==> config.mk <==
export PLATFORM = sky130hd
export DESIGN_NAME = ega_blit_master
export DESIGN_NICKNAME = d
export VERILOG_FILES = /design/src/rtl/ega_blit_master.sv
export SDC_FILE = /design/constraint.sdc
export NUM_CORES = 1
export LEC_CHECK = 0
export ABC_AREA = 0
export ABC_CLOCK_PERIOD_IN_PS = 3430
export BUFFER_PORTS_ARGS = -buffer_cell sky130_fd_sc_hd__buf_2
export CAP_MARGIN = 25
export CORE_MARGIN = 2
export CORE_UTILIZATION = 50
export DETAILED_ROUTE_END_ITERATION = 8
export PLACE_DENSITY = 0.74
export SLEW_MARGIN = 20
export SYNTH_ARGS = -nofsm -noshare
export SYNTH_HDL_FRONTEND = slang
export SYNTH_SLANG_ARGS = --single-unit
==> constraint.sdc <==
create_clock -name iClk -period 3.43 [get_ports iClk]
set_input_delay 0.1715 -clock iClk [delete_from_list [all_inputs] [get_ports iClk]]
set_output_delay 0.1715 -clock iClk [all_outputs]
set_load 0.03 [all_outputs]
==> src/rtl/ega_blit_master.sv <==
// EGA latch-copy blitter: programs write mode 1, then reads each source byte into the
// plane latches and writes it back at the destination, finally restoring Graphics reg 5.
module ega_blit_master #(
    parameter logic [19:0] BASE    = 20'hA0000,
    parameter int          STRIDE  = 40,
    parameter int          TIMEOUT = 15
) (
    input  logic        iClk,
    input  logic        iRst,
    input  logic        iStart,
    input  logic [13:0] iSrc,
    input  logic [13:0] iDst,
    input  logic [5:0]  iWidth,
    input  logic [8:0]  iHeight,
    input  logic [7:0]  iRestoreMode,
    output logic        oBusy,
    output logic        oDone,
    output logic        oError,
    output logic        oBusReq,
    input  logic        iBusGnt,
    output logic [19:0] oAddr,
    output logic [7:0]  oWrData,
    output logic        oWrMem,
    output logic        oRdMem,
    output logic        oWrIo,
    input  logic [7:0]  iRdData,
    input  logic        iSel
);

    localparam int              WAIT_W     = $clog2(TIMEOUT + 1);
    localparam logic [WAIT_W-1:0] WAIT_LAST = WAIT_W'(TIMEOUT - 1);
    localparam logic [13:0]     STRIDE_OFS = 14'(STRIDE);

    typedef enum logic [3:0] {
        S_IDLE, S_REQ, S_MODE_IDX, S_MODE_DAT, S_RD_SETUP, S_RD_STROBE, S_RD_WAIT,
        S_ABORT, S_WR_STROBE, S_WR_HOLD1, S_WR_HOLD2, S_NEXT, S_RESTORE_IDX,
        S_RESTORE_DAT, S_DONE
    } state_t;

    state_t              state_r, nextState_s;
    logic [13:0]         src_r, dst_r, rowSrc_r, rowDst_r;
    logic [13:0]         srcNext_s, dstNext_s, rowSrcNext_s, rowDstNext_s;
    logic [5:0]          col_r, colNext_s, width_r, widthNext_s;
    logic [8:0]          row_r, rowNext_s, height_r, heightNext_s;
    logic [7:0]          restore_r, restoreNext_s;
    logic                modeDone_r, modeDoneNext_s, errored_r, erroredNext_s;
    logic [WAIT_W-1:0]   waitCnt_r, waitCntNext_s;
    logic                busy_r, done_r, error_r, busReq_r, wrMem_r, rdMem_r, wrIo_r;
    logic                busy_s, done_s, error_s, busReq_s, wrMem_s, rdMem_s, wrIo_s;
    logic [19:0]         addr_r, addr_s;
    logic [7:0]          wrData_r, wrData_s, rdCapture_r;
    logic                unusedRdCapture_s;

    assign unusedRdCapture_s = ^rdCapture_r;

    // Next-state, sequencing counters and the output values belonging to the next state.
    always_comb begin
        nextState_s    = state_r;
        srcNext_s      = src_r;
        dstNext_s      = dst_r;
        rowSrcNext_s   = rowSrc_r;
        rowDstNext_s   = rowDst_r;
        colNext_s      = col_r;
        rowNext_s      = row_r;
        widthNext_s    = width_r;
        heightNext_s   = height_r;
        restoreNext_s  = restore_r;
        modeDoneNext_s = modeDone_r;
        erroredNext_s  = errored_r;
        waitCntNext_s  = waitCnt_r;
        case (state_r)
            S_IDLE: begin
                if (iStart) begin
                    srcNext_s      = iSrc;
                    dstNext_s      = iDst;
                    rowSrcNext_s   = iSrc;
                    rowDstNext_s   = iDst;
                    widthNext_s    = iWidth;
                    heightNext_s   = iHeight;
                    restoreNext_s  = iRestoreMode;
                    colNext_s      = 6'd0;
                    rowNext_s      = 9'd0;
                    modeDoneNext_s = 1'b0;
                    erroredNext_s  = 1'b0;
                    if ((iWidth == 6'd0) || (iHeight == 9'd0)) begin
                        nextState_s = S_DONE;
                    end else begin
                        nextState_s = S_REQ;
                    end
                end else begin
                    nextState_s = S_IDLE;
                end
            end
            S_REQ: begin
                if (iBusGnt) begin
                    nextState_s = modeDone_r ? S_RD_SETUP : S_MODE_IDX;
                end else begin
                    nextState_s = S_REQ;
                end
            end
            S_MODE_IDX: nextState_s = S_MODE_DAT;
            S_MODE_DAT: begin
                modeDoneNext_s = 1'b1;
                nextState_s    = S_RD_SETUP;
            end
            S_RD_SETUP: nextState_s = S_RD_STROBE;
            S_RD_STROBE: begin
                waitCntNext_s = WAIT_W'(1);
                nextState_s   = S_RD_WAIT;
            end
            S_RD_WAIT: begin
                if (iSel) begin
                    nextState_s = S_WR_STROBE;
                end else if (waitCnt_r == WAIT_LAST) begin
                    erroredNext_s = 1'b1;
                    nextState_s   = S_ABORT;
                end else begin
                    waitCntNext_s = waitCnt_r + WAIT_W'(1);
                end
            end
            S_ABORT:     nextState_s = S_RESTORE_IDX;
            S_WR_STROBE: nextState_s = S_WR_HOLD1;
            S_WR_HOLD1:  nextState_s = S_WR_HOLD2;
            S_WR_HOLD2:  nextState_s = S_NEXT;
            S_NEXT: begin
                // Row wrap reloads from the saved row start so offsets step by exactly STRIDE.
                if (col_r == (width_r - 6'd1)) begin
                    colNext_s = 6'd0;
                    if (row_r == (height_r - 9'd1)) begin
                        nextState_s = S_RESTORE_IDX;
                    end else begin
                        rowNext_s    = row_r + 9'd1;
                        rowSrcNext_s = rowSrc_r + STRIDE_OFS;
                        rowDstNext_s = rowDst_r + STRIDE_OFS;
                        srcNext_s    = rowSrc_r + STRIDE_OFS;
                        dstNext_s    = rowDst_r + STRIDE_OFS;
                        nextState_s  = iBusGnt ? S_RD_SETUP : S_REQ;
                    end
                end else begin
                    colNext_s   = col_r + 6'd1;
                    srcNext_s   = src_r + 14'd1;
                    dstNext_s   = dst_r + 14'd1;
                    nextState_s = iBusGnt ? S_RD_SETUP : S_REQ;
                end
            end
            S_RESTORE_IDX: nextState_s = S_RESTORE_DAT;
            S_RESTORE_DAT: nextState_s = S_DONE;
            S_DONE:        nextState_s = S_IDLE;
            default:       nextState_s = S_IDLE;
        endcase
    end

    // Output decode of the upcoming state so every output leaves a flop.
    always_comb begin
        busy_s   = 1'b1;
        busReq_s = 1'b1;
        done_s   = 1'b0;
        error_s  = 1'b0;
        addr_s   = 20'h00000;
        wrData_s = 8'h00;
        wrMem_s  = 1'b0;
        rdMem_s  = 1'b0;
        wrIo_s   = 1'b0;
        case (nextState_s)
            S_IDLE: begin
                busy_s   = 1'b0;
                busReq_s = 1'b0;
            end
            S_MODE_IDX, S_RESTORE_IDX: begin
                addr_s   = 20'h003CE;
                wrData_s = 8'h05;
                wrIo_s   = 1'b1;
            end
            S_MODE_DAT: begin
                addr_s   = 20'h003CF;
                wrData_s = 8'h01;
                wrIo_s   = 1'b1;
            end
            S_RESTORE_DAT: begin
                addr_s   = 20'h003CF;
                wrData_s = restoreNext_s;
                wrIo_s   = 1'b1;
            end
            S_RD_SETUP, S_RD_WAIT: addr_s = BASE + {6'b000000, srcNext_s};
            S_RD_STROBE: begin
                addr_s  = BASE + {6'b000000, srcNext_s};
                rdMem_s = 1'b1;
            end
            S_WR_STROBE: begin
                addr_s  = BASE + {6'b000000, dstNext_s};
                wrMem_s = 1'b1;
            end
            S_WR_HOLD1, S_WR_HOLD2: addr_s = BASE + {6'b000000, dstNext_s};
            S_ABORT: begin
                done_s  = 1'b1;
                error_s = 1'b1;
            end
            S_DONE: begin
                busReq_s = 1'b0;
                done_s   = ~erroredNext_s;
            end
            default: addr_s = 20'h00000;
        endcase
    end

    // State, counters and registered outputs with synchronous reset.
    always_ff @(posedge iClk) begin
        if (iRst) begin
            state_r     <= S_IDLE;
            src_r       <= 14'd0;
            dst_r       <= 14'd0;
            rowSrc_r    <= 14'd0;
            rowDst_r    <= 14'd0;
            col_r       <= 6'd0;
            row_r       <= 9'd0;
            width_r     <= 6'd0;
            height_r    <= 9'd0;
            restore_r   <= 8'h00;
            modeDone_r  <= 1'b0;
            errored_r   <= 1'b0;
            waitCnt_r   <= '0;
            busy_r      <= 1'b0;
            done_r      <= 1'b0;
            error_r     <= 1'b0;
            busReq_r    <= 1'b0;
            addr_r      <= 20'h00000;
            wrData_r    <= 8'h00;
            wrMem_r     <= 1'b0;
            rdMem_r     <= 1'b0;
            wrIo_r      <= 1'b0;
            rdCapture_r <= 8'h00;
        end else begin
            state_r     <= nextState_s;
            src_r       <= srcNext_s;
            dst_r       <= dstNext_s;
            rowSrc_r    <= rowSrcNext_s;
            rowDst_r    <= rowDstNext_s;
            col_r       <= colNext_s;
            row_r       <= rowNext_s;
            width_r     <= widthNext_s;
            height_r    <= heightNext_s;
            restore_r   <= restoreNext_s;
            modeDone_r  <= modeDoneNext_s;
            errored_r   <= erroredNext_s;
            waitCnt_r   <= waitCntNext_s;
            busy_r      <= busy_s;
            done_r      <= done_s;
            error_r     <= error_s;
            busReq_r    <= busReq_s;
            addr_r      <= addr_s;
            wrData_r    <= wrData_s;
            wrMem_r     <= wrMem_s;
            rdMem_r     <= rdMem_s;
            wrIo_r      <= wrIo_s;
            rdCapture_r <= (iSel && (state_r == S_RD_WAIT)) ? iRdData : rdCapture_r;
        end
    end

    // Reset must silence the bus within the very cycle it is asserted.
    assign oBusy   = busy_r   & ~iRst;
    assign oDone   = done_r   & ~iRst;
    assign oError  = error_r  & ~iRst;
    assign oBusReq = busReq_r & ~iRst;
    assign oWrMem  = wrMem_r  & ~iRst;
    assign oRdMem  = rdMem_r  & ~iRst;
    assign oWrIo   = wrIo_r   & ~iRst;
    assign oAddr   = iRst ? 20'h00000 : addr_r;
    assign oWrData = iRst ? 8'h00 : wrData_r;

endmodule

After elaboration in Yosys (flattened, before gate mapping)
Cells that the tools add are included.

storage, ports and cells
  register bits = 139
  bits of input ports = 64
  output and inout port bits = 35
  word-level logic and storage cells = 149

cells by class
  $add $sub $neg = 11
  eq/ne operators = 33
  muxes and demuxes = 55
  bitwise operators = 9
  reductions and logical operators = 19

operators with widths
  operator                count
  $mux 14                 12
  $pmux 14 s2             4
  $pmux 20 s4             1
  $pmux 4 s14             1
  $eq 4x4->1 const B      13
  $add 20x14->20 const A  2
  $eq 4x3->1 const B      8
  $mux 4                  8
  $add 14x1->14 const B   2
  $add 14x6->14 const B   2
  $mux 9                  3
  $mux 8                  3
  $pmux 8 s3              1
  $mux 20                 1
  $pmux 9 s2              1
  $eq 4x2->1 const B      4
  $mux 6                  2
  $pmux 6 s2              1
  $mux 1                  10
  $ne 2x2->1 const B      5
  $add 9x1->9 const B     1
  $eq 9x9->1              1
  $logic_not 9->1         1
  $mux 3                  3
  other kinds (20)        37

Logic depth before layout (Yosys ltp)
Gate-level depths: netlist of run 1.

  depth in word-level cells = 8
  depth in mapped cells = 13

Worst setup path before layout of run 1
Ideal clock, no wire load.

  path type = register to register
  from = register height_r[0]
  to = register addr_r[4]
  arrival = 2.516 ns
  slack = 0.779 ns
  cell stages (with the launch flop) = 13
  cells stage by stage = dfxtp_1 > inv_1 > ha_1 > buf_1 > o21ba_1 > a221oi_1 > a41o_1 > o2111a_1 > buf_6 > nor2_4 > a221o_1 > a222oi_1 > o22ai_1

between the ends
  longest elaborated chain between the ends = 8
  elaborated cells on any way between the ends = 28

RTL lines
  what                                                    line  RTL
  start, declared                                         44    logic [8:0] row_r, rowNext_s, height_r, heightNext_s;
  start signal, assigned                                  241   height_r <= heightNext_s;
  $sub 9x1->9 (*)                                         129   if (row_r == (height_r - 9'd1)) begin
  $eq 9x9->1 (*)                                          129
  branches (longest 5 deep; another with $add 20x14->20)  -
  $pmux 20 s4 (*)                                         164   case (nextState_s)
  end signal, assigned                                    250   addr_r <= addr_s;
  end, declared                                           50    logic [19:0] addr_r, addr_s;

Mark *: on every way between the ends.
A chain may end at the register's enable or synchronous reset.

Worst setup path after layout of run 1
  from = register width_r[0]
  to = register row_r[7]

between the ends
  longest elaborated chain between the ends = 4

RTL lines
  what                               line  RTL
  start, declared                    43    logic [5:0] col_r, colNext_s, width_r, widthNext_s;
  start signal, assigned             240   width_r <= widthNext_s;
  $sub 6x1->6                        127   if (col_r == (width_r - 6'd1)) begin
  $eq 6x6->1                         127
  $ne 2x2->1 (no source line)        -
  $reduce_and 4->1 (no source line)  -
  end signal, assigned               239   row_r <= rowNext_s;
  end, declared                      44

No other way between the ends.

==> results of run 1 <==
worst min-delay path, delay by kind of cell:
family,cells,cell delay (ns)
compound gates,1,0.06
buf+inv,1,0.10
simple gates,1,0.05
routing by layer:
metal / share of wire [%] / global-route usage, %
met5: 0 / 0
met4: 3.0 / 9.44
met1: 43 / 36.7
met3: 7.8 / 5.76
met2: 47 / 44.9
Yosys cell counts (all sizes together) (16+ instances only):
master,instances
buf,27
o21ai,34
clkbuf,38
nand2,123
a21oi,75
nor3,30
nand3,42
inv,16
nor2,102
xor2,23
a31oi,20
xnor2,23
dfxtp,134
nor2b,36
sequential cells by signal, summed over array words and instances, names as in the netlist, 8 cells and up:
name and flops:
addr_r 15, dst_r 14, rowDst_r 14, rowSrc_r 14, src_r 14, height_r 9, row_r 9, restore_r 8
wrData_r 8
what timing repair did:
item	in CTS	in global routing
endpoints found under the hold margin	18	0
hold buffers	18	0
setup endpoints to repair	0	4
gates resized for setup	0	1
buffers inserted	0	0
metrics by stage:
step | total power, uW | cells | setup WS, ns
floorplan | 2440 | 963 | 0.779
global placement | 2680 | 1204 | 0.319
detailed placement | 2700 | 1204 | 0.271
CTS | 4420 | 1254 | 0.241
global route | 4630 | 1254 | 0.0734
finish | 4430 | 1254 | 0.192
power by group through the flow:
stage	clock [uW]	combinational, uW	sequential (uW)
final	1720	904	1800
after global routing	1820	991	1820
after CTS	1730	894	1800
after detailed placement	0	874	1830
after global placement	0	859	1830
after floorplan	0	650	1790
cell families (layout without fill, tap and decap cells):
group                      Yosys count  after routing
and+or+nand+nor                    401            401
AOI/OAI and AO/OA                  273            273
DFF                                134            134
buffers and inverters               81            184
xor gates and xnor gates            46             46
muxes                               14             14
adders and majority gates           10             10
other                                1              4
worst min-delay path by stage:
stage               startpoint  slack (ns)                        to
2_1_floorplan          iDst[1]        0.31  rowDst_r[1]$_SDFFE_PP0P_
3_3_place_gp        iHeight[7]        0.43  height_r[7]$_SDFFE_PP0P_
3_5_place_dp        iHeight[4]        0.43  height_r[4]$_SDFFE_PP0P_
4_1_cts                iDst[1]       0.002  rowDst_r[1]$_SDFFE_PP0P_
5_1_grt        iRestoreMode[5]       0.006   restore_r[5]$_SDFF_PP0_
6_report            iHeight[3]       0.005  height_r[3]$_SDFFE_PP0P_
layout make-up:
| cell class | instances | area (um2) | area share (%) |
|---|---|---|---|
| clock inverter | 13 | 97.6 | 1.08 |
| multi-input combinational | 748 | 4650 | 51.5 |
| timing repair buffer | 136 | 853 | 9.45 |
| sequential | 134 | 2680 | 29.7 |
| tap | 188 | 235 | 2.60 |
| inverter | 16 | 60.1 | 0.665 |
| clock buffer | 19 | 453 | 5.01 |
==> out/qor.csv, run 1 <==
stage;metric;value;unit
pwr;cellPowerDensity;490;nW/um2
pwr;p_leak;0.00357;uW
critical_path;worstReg2RegStart;width_r[0]$_SDFFE_PP0P_;
pwr;p_seq_share;40.7;%
grt;grt_pass1_vias;6853;
sta;slew_headroom;47.0;%
logic_synthesis;synthAdderAreaFrac;1.63;%
sta;clock_skew;0.0102;ns
clock_tree;clk-insertion-delay-late;0.44;ns
critical_path;startpoint;width_r[0]$_SDFFE_PP0P_;
critical_path;worst_setup_path_start_kind;flip-flop;
clock_tree;h-tree-depth;4;
logic_synthesis;synthFlopType;dfxtp_1;
place;port_buffers;86;
pwr;pwr-share-clk;38.9;%
die;initial_core_util;50.8;%
pwr;p_sw_share;32.1;%
finish;final_common_cell;dfxtp_1;
logic_synthesis;syn_avg_cell_area;7.99;um2
clock_tree;clk_pin_slew;0.06;ns
critical_path;cp_cell_sequence;inv_1 > ha_1 > o21ba_1 > a221oi_2 > a41o_1 > nand2_1 > o21ai_1 > buf_4 > nor4b_1 > xnor2_1 > nor2_1;
flow_run;cap_violations;0;
logic_synthesis;synth-compound-area-share;25.9;%
critical_path;cp-end-kind;flip-flop;
sta;clock.fmax;309;MHz
grt;antenna_found_initial;0;
logic_synthesis;yosysWarningCount;0;
detailed_routing;ant_nets;0;
min_path;worstHoldPathCells;3;
clock_tree;clockBufferDepth;2;
logic_synthesis;synth-seq-cells;134;
sta;tightest_slew;0.793;ns
finish;diodes;0;
grt;gr-total-overflow;0;
critical_path;worst_r2r_endpoint;row_r[7]$_SDFFE_PP0P_;
finish;mostFrequentLayoutCells;dfxtp_1 (134), nand2_1 (122), nor2_1 (99), buf_2 (85), a21oi_1 (71);
pwr;comb_power_share;20.4;%
pwr;p_sw;1420;uW
die;core;15100;um2
die;placementRows;45;
finish;syn2layout_area_growth;17.8;%
sta;hold_slack;0.00496;ns
place;place_area;8300;um2
pwr;peakVddDrop;351;uV
clock_tree;cts_sinks;134;
clock_tree;cts-root-buf;clkbuf_16;
sta;tns;0;ns
finish;final_nets;1127;
die;num_io_pins;99;
grt;grt_pass1_wl;35.7;mm
min_path;hold_class;in2reg;
logic_synthesis;synth_xor_xnor_area_share;5.25;%
detailed_routing;routed_wirelength;22.4;mm
die;dieWidth;128;um
sta;final-setup-viol-count;0;
clock_tree;tritoncts;done;
place;dp_hpwl;15.6;mm
critical_path;cp.depth;11;
die;die_h;128;um
logic_synthesis;async_flop_share;0;%
critical_path;cp_data_arrival_time;3.56;ns
sta;fin_crit;3.24;ns
critical_path;crit_family;compound AO/OA/AOI/OAI gates;
critical_path;slowest_stage;dfxtp_1;
critical_path;reg2reg_depth;11;
place;place.gp.congestion;0.957;
grt;grt_usage;27.7;%
logic_synthesis;yosys.area_share.simple;25.8;%
logic_synthesis;ys_seq_area_share;35.0;%
sta;finalMaxSlewViolations;0;
logic_synthesis;synth_top_area_cell;dfxtp_1;
logic_synthesis;syn-cell-area;7670;um2
finish;n_fill_cell;1360;
grt;grt_max_degree;69;
pwr;cellInternalPower;3010;uW
critical_path;critPathBufInv;2;
finish;fin_area;9030;um2
logic_synthesis;synth_cell_type_count;87;
clock_tree;cts_made_buffers;17;
logic_synthesis;synth_edf_count;0;
critical_path;critPathKind;reg2reg;
critical_path;slowest_delay;0.42;ns
critical_path;endpoint;row_r[7]$_SDFFE_PP0P_;
detailed_routing;vias;7646;
finish;drive_gt1_share;17.1;%
detailed_routing;wl_per_cell;17.9;um
finish;fin_util;59.9;%
logic_synthesis;synth.area.top_cells;dfxtp_1 (35%), nand2_1 (6.0%), nor2_1 (4.9%);
critical_path;crit_required;3.75;ns
critical_path;cp_max_fo;14;
logic_synthesis;synth_top_area_share;35.0;%
logic_synthesis;synthMuxAreaShare;1.83;%
critical_path;r2r_setup_slack;0.19;ns
sta;grt_setup_unrepaired;no;
detailed_routing;drtIter0Drc;878;
sta;min_period_over_period;94.4;%
detailed_routing;vias_per_cell;6.10;
logic_synthesis;netlist_instances;960;
sta;final_hold_viol_count;0;
detailed_routing;drc;0;
die;dieArea;16300;um2
outcome;status;finished, final reports clean;
logic_synthesis;synth_top_family_by_area;compound AO/OA/AOI/OAI gates;
detailed_routing;dr.pass1.iters;5;
No activity file was read; power rests on OpenSTA's default activity.
==> run 2: changes to the inputs <==
--- a/config.mk
+++ b/config.mk
@@ -13,7 +13,7 @@
 export CORE_UTILIZATION = 50
 export DETAILED_ROUTE_END_ITERATION = 8
 export PLACE_DENSITY = 0.74
-export SLEW_MARGIN = 20
+export SETUP_SLACK_MARGIN = 0.2
 export SYNTH_ARGS = -nofsm -noshare
 export SYNTH_HDL_FRONTEND = slang
 export SYNTH_SLANG_ARGS = --single-unit
==> run 2 against run 1 <==
- worst hold slack better by 0.00077 ns
- register-to-register slack better by 0.07 ns
- global-route usage stayed put
- clock skew is 0.0015 ns higher
- design area is 0.62% higher
- critical path type unchanged
- count of clock-buffer cells in the layout stayed put
- core utilization is 0.37 points higher
==> out/qor.csv, run 2 (synthesized netlist as in run 1, its figures left out) <==
stage;metric;value;unit
pwr;cellPowerDensity;489;nW/um2
die;num_io_pins;99;
place;dp_hpwl;15.6;mm
grt;gr-total-overflow;0;
critical_path;worstReg2RegStart;width_r[0]$_SDFFE_PP0P_;
critical_path;cp_cell_sequence;inv_1 > ha_1 > o21ba_1 > a221oi_2 > a41o_2 > nand3_1 > buf_4 > or3_1 > a31o_1 > a31oi_1;
pwr;p_leak;0.00359;uW
flow_run;cap_violations;0;
detailed_routing;drc;0;
min_path;worstHoldStart;iHeight[3];
critical_path;crit_required;3.75;ns
finish;diodes;0;
finish;largest_reg_flops;15;
detailed_routing;vias_per_cell;6.12;
finish;drive_gt1_share;17.5;%
pwr;comb_power_share;20.8;%
grt;grt_pass1_vias;6853;
min_path;worstHoldPathCells;3;
sta;final-setup-viol-count;0;
critical_path;slowest_delay;0.42;ns
detailed_routing;dr.pass1.iters;5;
sta;tns;0;ns
detailed_routing;routed_wirelength;22.5;mm
sta;clock.fmax;316;MHz
pwr;peakVddDrop;351;uV
place;place.gp.congestion;0.957;
clock_tree;tritoncts;done;
clock_tree;h-tree-depth;4;
critical_path;reg2reg_depth;10;
sta;grt_setup_unrepaired;yes;
critical_path;slowest_stage;dfxtp_1;
sta;min_period_over_period;92.2;%
critical_path;worst_r2r_endpoint;addr_r[3]$_SDFF_PP0_;
critical_path;critPathKind;reg2reg;
sta;setup_ws;0.266;ns
sta;final_hold_viol_count;0;
detailed_routing;ant_nets;0;
die;dieArea;16300;um2
die;placementRows;45;
clock_tree;clk-insertion-delay-late;0.44;ns
finish;mostFrequentLayoutCells;dfxtp_1 (134), nand2_1 (122), nor2_1 (99), buf_2 (85), a21oi_1 (71);
clock_tree;cts-root-buf;clkbuf_16;
place;pre_cts_ws;0.271;ns
clock_tree;cts_sinks;134;
pwr;p_sw_share;32.2;%
die;die_h;128;um
finish;top_register;addr_r;
pwr;p_sw;1430;uW
sta;fin_crit;3.16;ns
die;initial_core_util;50.8;%
critical_path;cp_max_fo;7;
critical_path;cp_data_arrival_time;3.48;ns
critical_path;worst_setup_path_start_kind;flip-flop;
finish;syn2layout_area_growth;18.5;%
finish;final_common_cell;dfxtp_1;
grt;grt_max_degree;69;
critical_path;r2r_setup_slack;0.27;ns
sta;clock_skew;0.0117;ns
detailed_routing;wl_per_cell;17.9;um
finish;final_nets;1129;
grt;grt_pass1_wl;35.7;mm
die;core;15100;um2
outcome;status;finished, final reports clean;
min_path;holdPathEnd;height_r[3]$_SDFFE_PP0P_;
grt;antenna_found_initial;0;
sta;tightest_slew;0.826;ns
place;port_buffers;86;
clock_tree;cts_made_buffers;17;
pwr;pwr-share-clk;38.7;%
detailed_routing;vias;7685;
critical_path;cp-end-kind;flip-flop;
detailed_routing;drtIter0Drc;927;
min_path;hold_class;in2reg;
grt;grt_usage;27.7;%
clock_tree;clk_pin_slew;0.06;ns
sta;slew_headroom;44.5;%
sta;finalMaxSlewViolations;0;
die;dieWidth;128;um
pwr;p_seq_share;40.5;%
clock_tree;clockBufferDepth;2;
pwr;cellInternalPower;3010;uW
==> run 2: cell types whose count changed in the layout (fill, tap and decap cells not counted), sizes merged <==
cell,before,now
buf,118,120
==> run 2: worst max path at each step <==
stage | from | end | slack, ns | cells after the start
after floorplan | height_r[0]$_SDFFE_PP0P_ | addr_r[4]$_SDFF_PP0_ | 0.78 | 12
after global routing | width_r[0]$_SDFFE_PP0P_ | addr_r[3]$_SDFF_PP0_ | 0.16 | 10
after CTS | height_r[0]$_SDFFE_PP0P_ | wrData_r[1]$_SDFF_PP0_ | 0.24 | 10
after detailed placement | height_r[0]$_SDFFE_PP0P_ | addr_r[11]$_SDFF_PP0_ | 0.27 | 11
final | width_r[0]$_SDFFE_PP0P_ | addr_r[3]$_SDFF_PP0_ | 0.27 | 10
after global placement | height_r[0]$_SDFFE_PP0P_ | addr_r[11]$_SDFF_PP0_ | 0.32 | 11
==> run 2: cell type report <==
type	count	area (um2)
Fill cell	1351	6000
Multi-Input combinational cell	748	4690
Sequential cell	134	2680
Timing Repair Buffer	138	868
Clock buffer	19	453
Tap cell	188	235
Clock inverter	13	97.6
Inverter	16	60.1
==> run 2: worst max-delay path, delay by kind of cell (launching register included) <==
family	cells	cell delay [ns]
compound gates	5	1.42
simple gates	2	0.59
buf+inv	2	0.32
flops	1	0.42
fa+ha+maj	1	0.29
==> run 2: per-layer routing <==
layer  part of all wire (%)  global-route usage, %  vias up
met1                     43                   36.7     3636
met3                    7.4                   5.76       50
met5                      0                      0        -
met4                    2.7                   9.44        0
met2                     47                   44.9      321
li1                       -                      -     3678
==> run 2: power by group through the flow <==
| stage | Sequential, uW | Clock [uW] | Combinational (uW) |
|---|---|---|---|
| floorplan | 1790 | 0 | 650 |
| global placement | 1830 | 0 | 859 |
| detailed placement | 1830 | 0 | 874 |
| CTS | 1800 | 1730 | 894 |
| global route | 1820 | 1820 | 1010 |
| finish | 1800 | 1720 | 924 |
==> run 2: what timing repair did <==
item,4_1_cts,5_1_grt
hold buffers,18,0
endpoints found under the setup margin,0,50
buffers inserted,0,2
hold endpoints to repair,18,0
gates resized for setup,0,7
==> run 2: per-stage QoR <==
stage / cells / total power [uW] / instance area, um2 / util, % / hold WS (ns)
floorplan: 963 / 2440 / 7680 / - / 0.307
global placement: 1204 / 2680 / 8300 / 55.0 / 0.426
detailed placement: 1204 / 2700 / 8300 / 55.0 / 0.431
CTS: 1254 / 4420 / 9030 / 59.9 / 0.00173
global route: 1256 / 4650 / 9090 / 60.2 / 0.00637
finish: 1256 / 4440 / 9090 / 60.2 / 0.00573
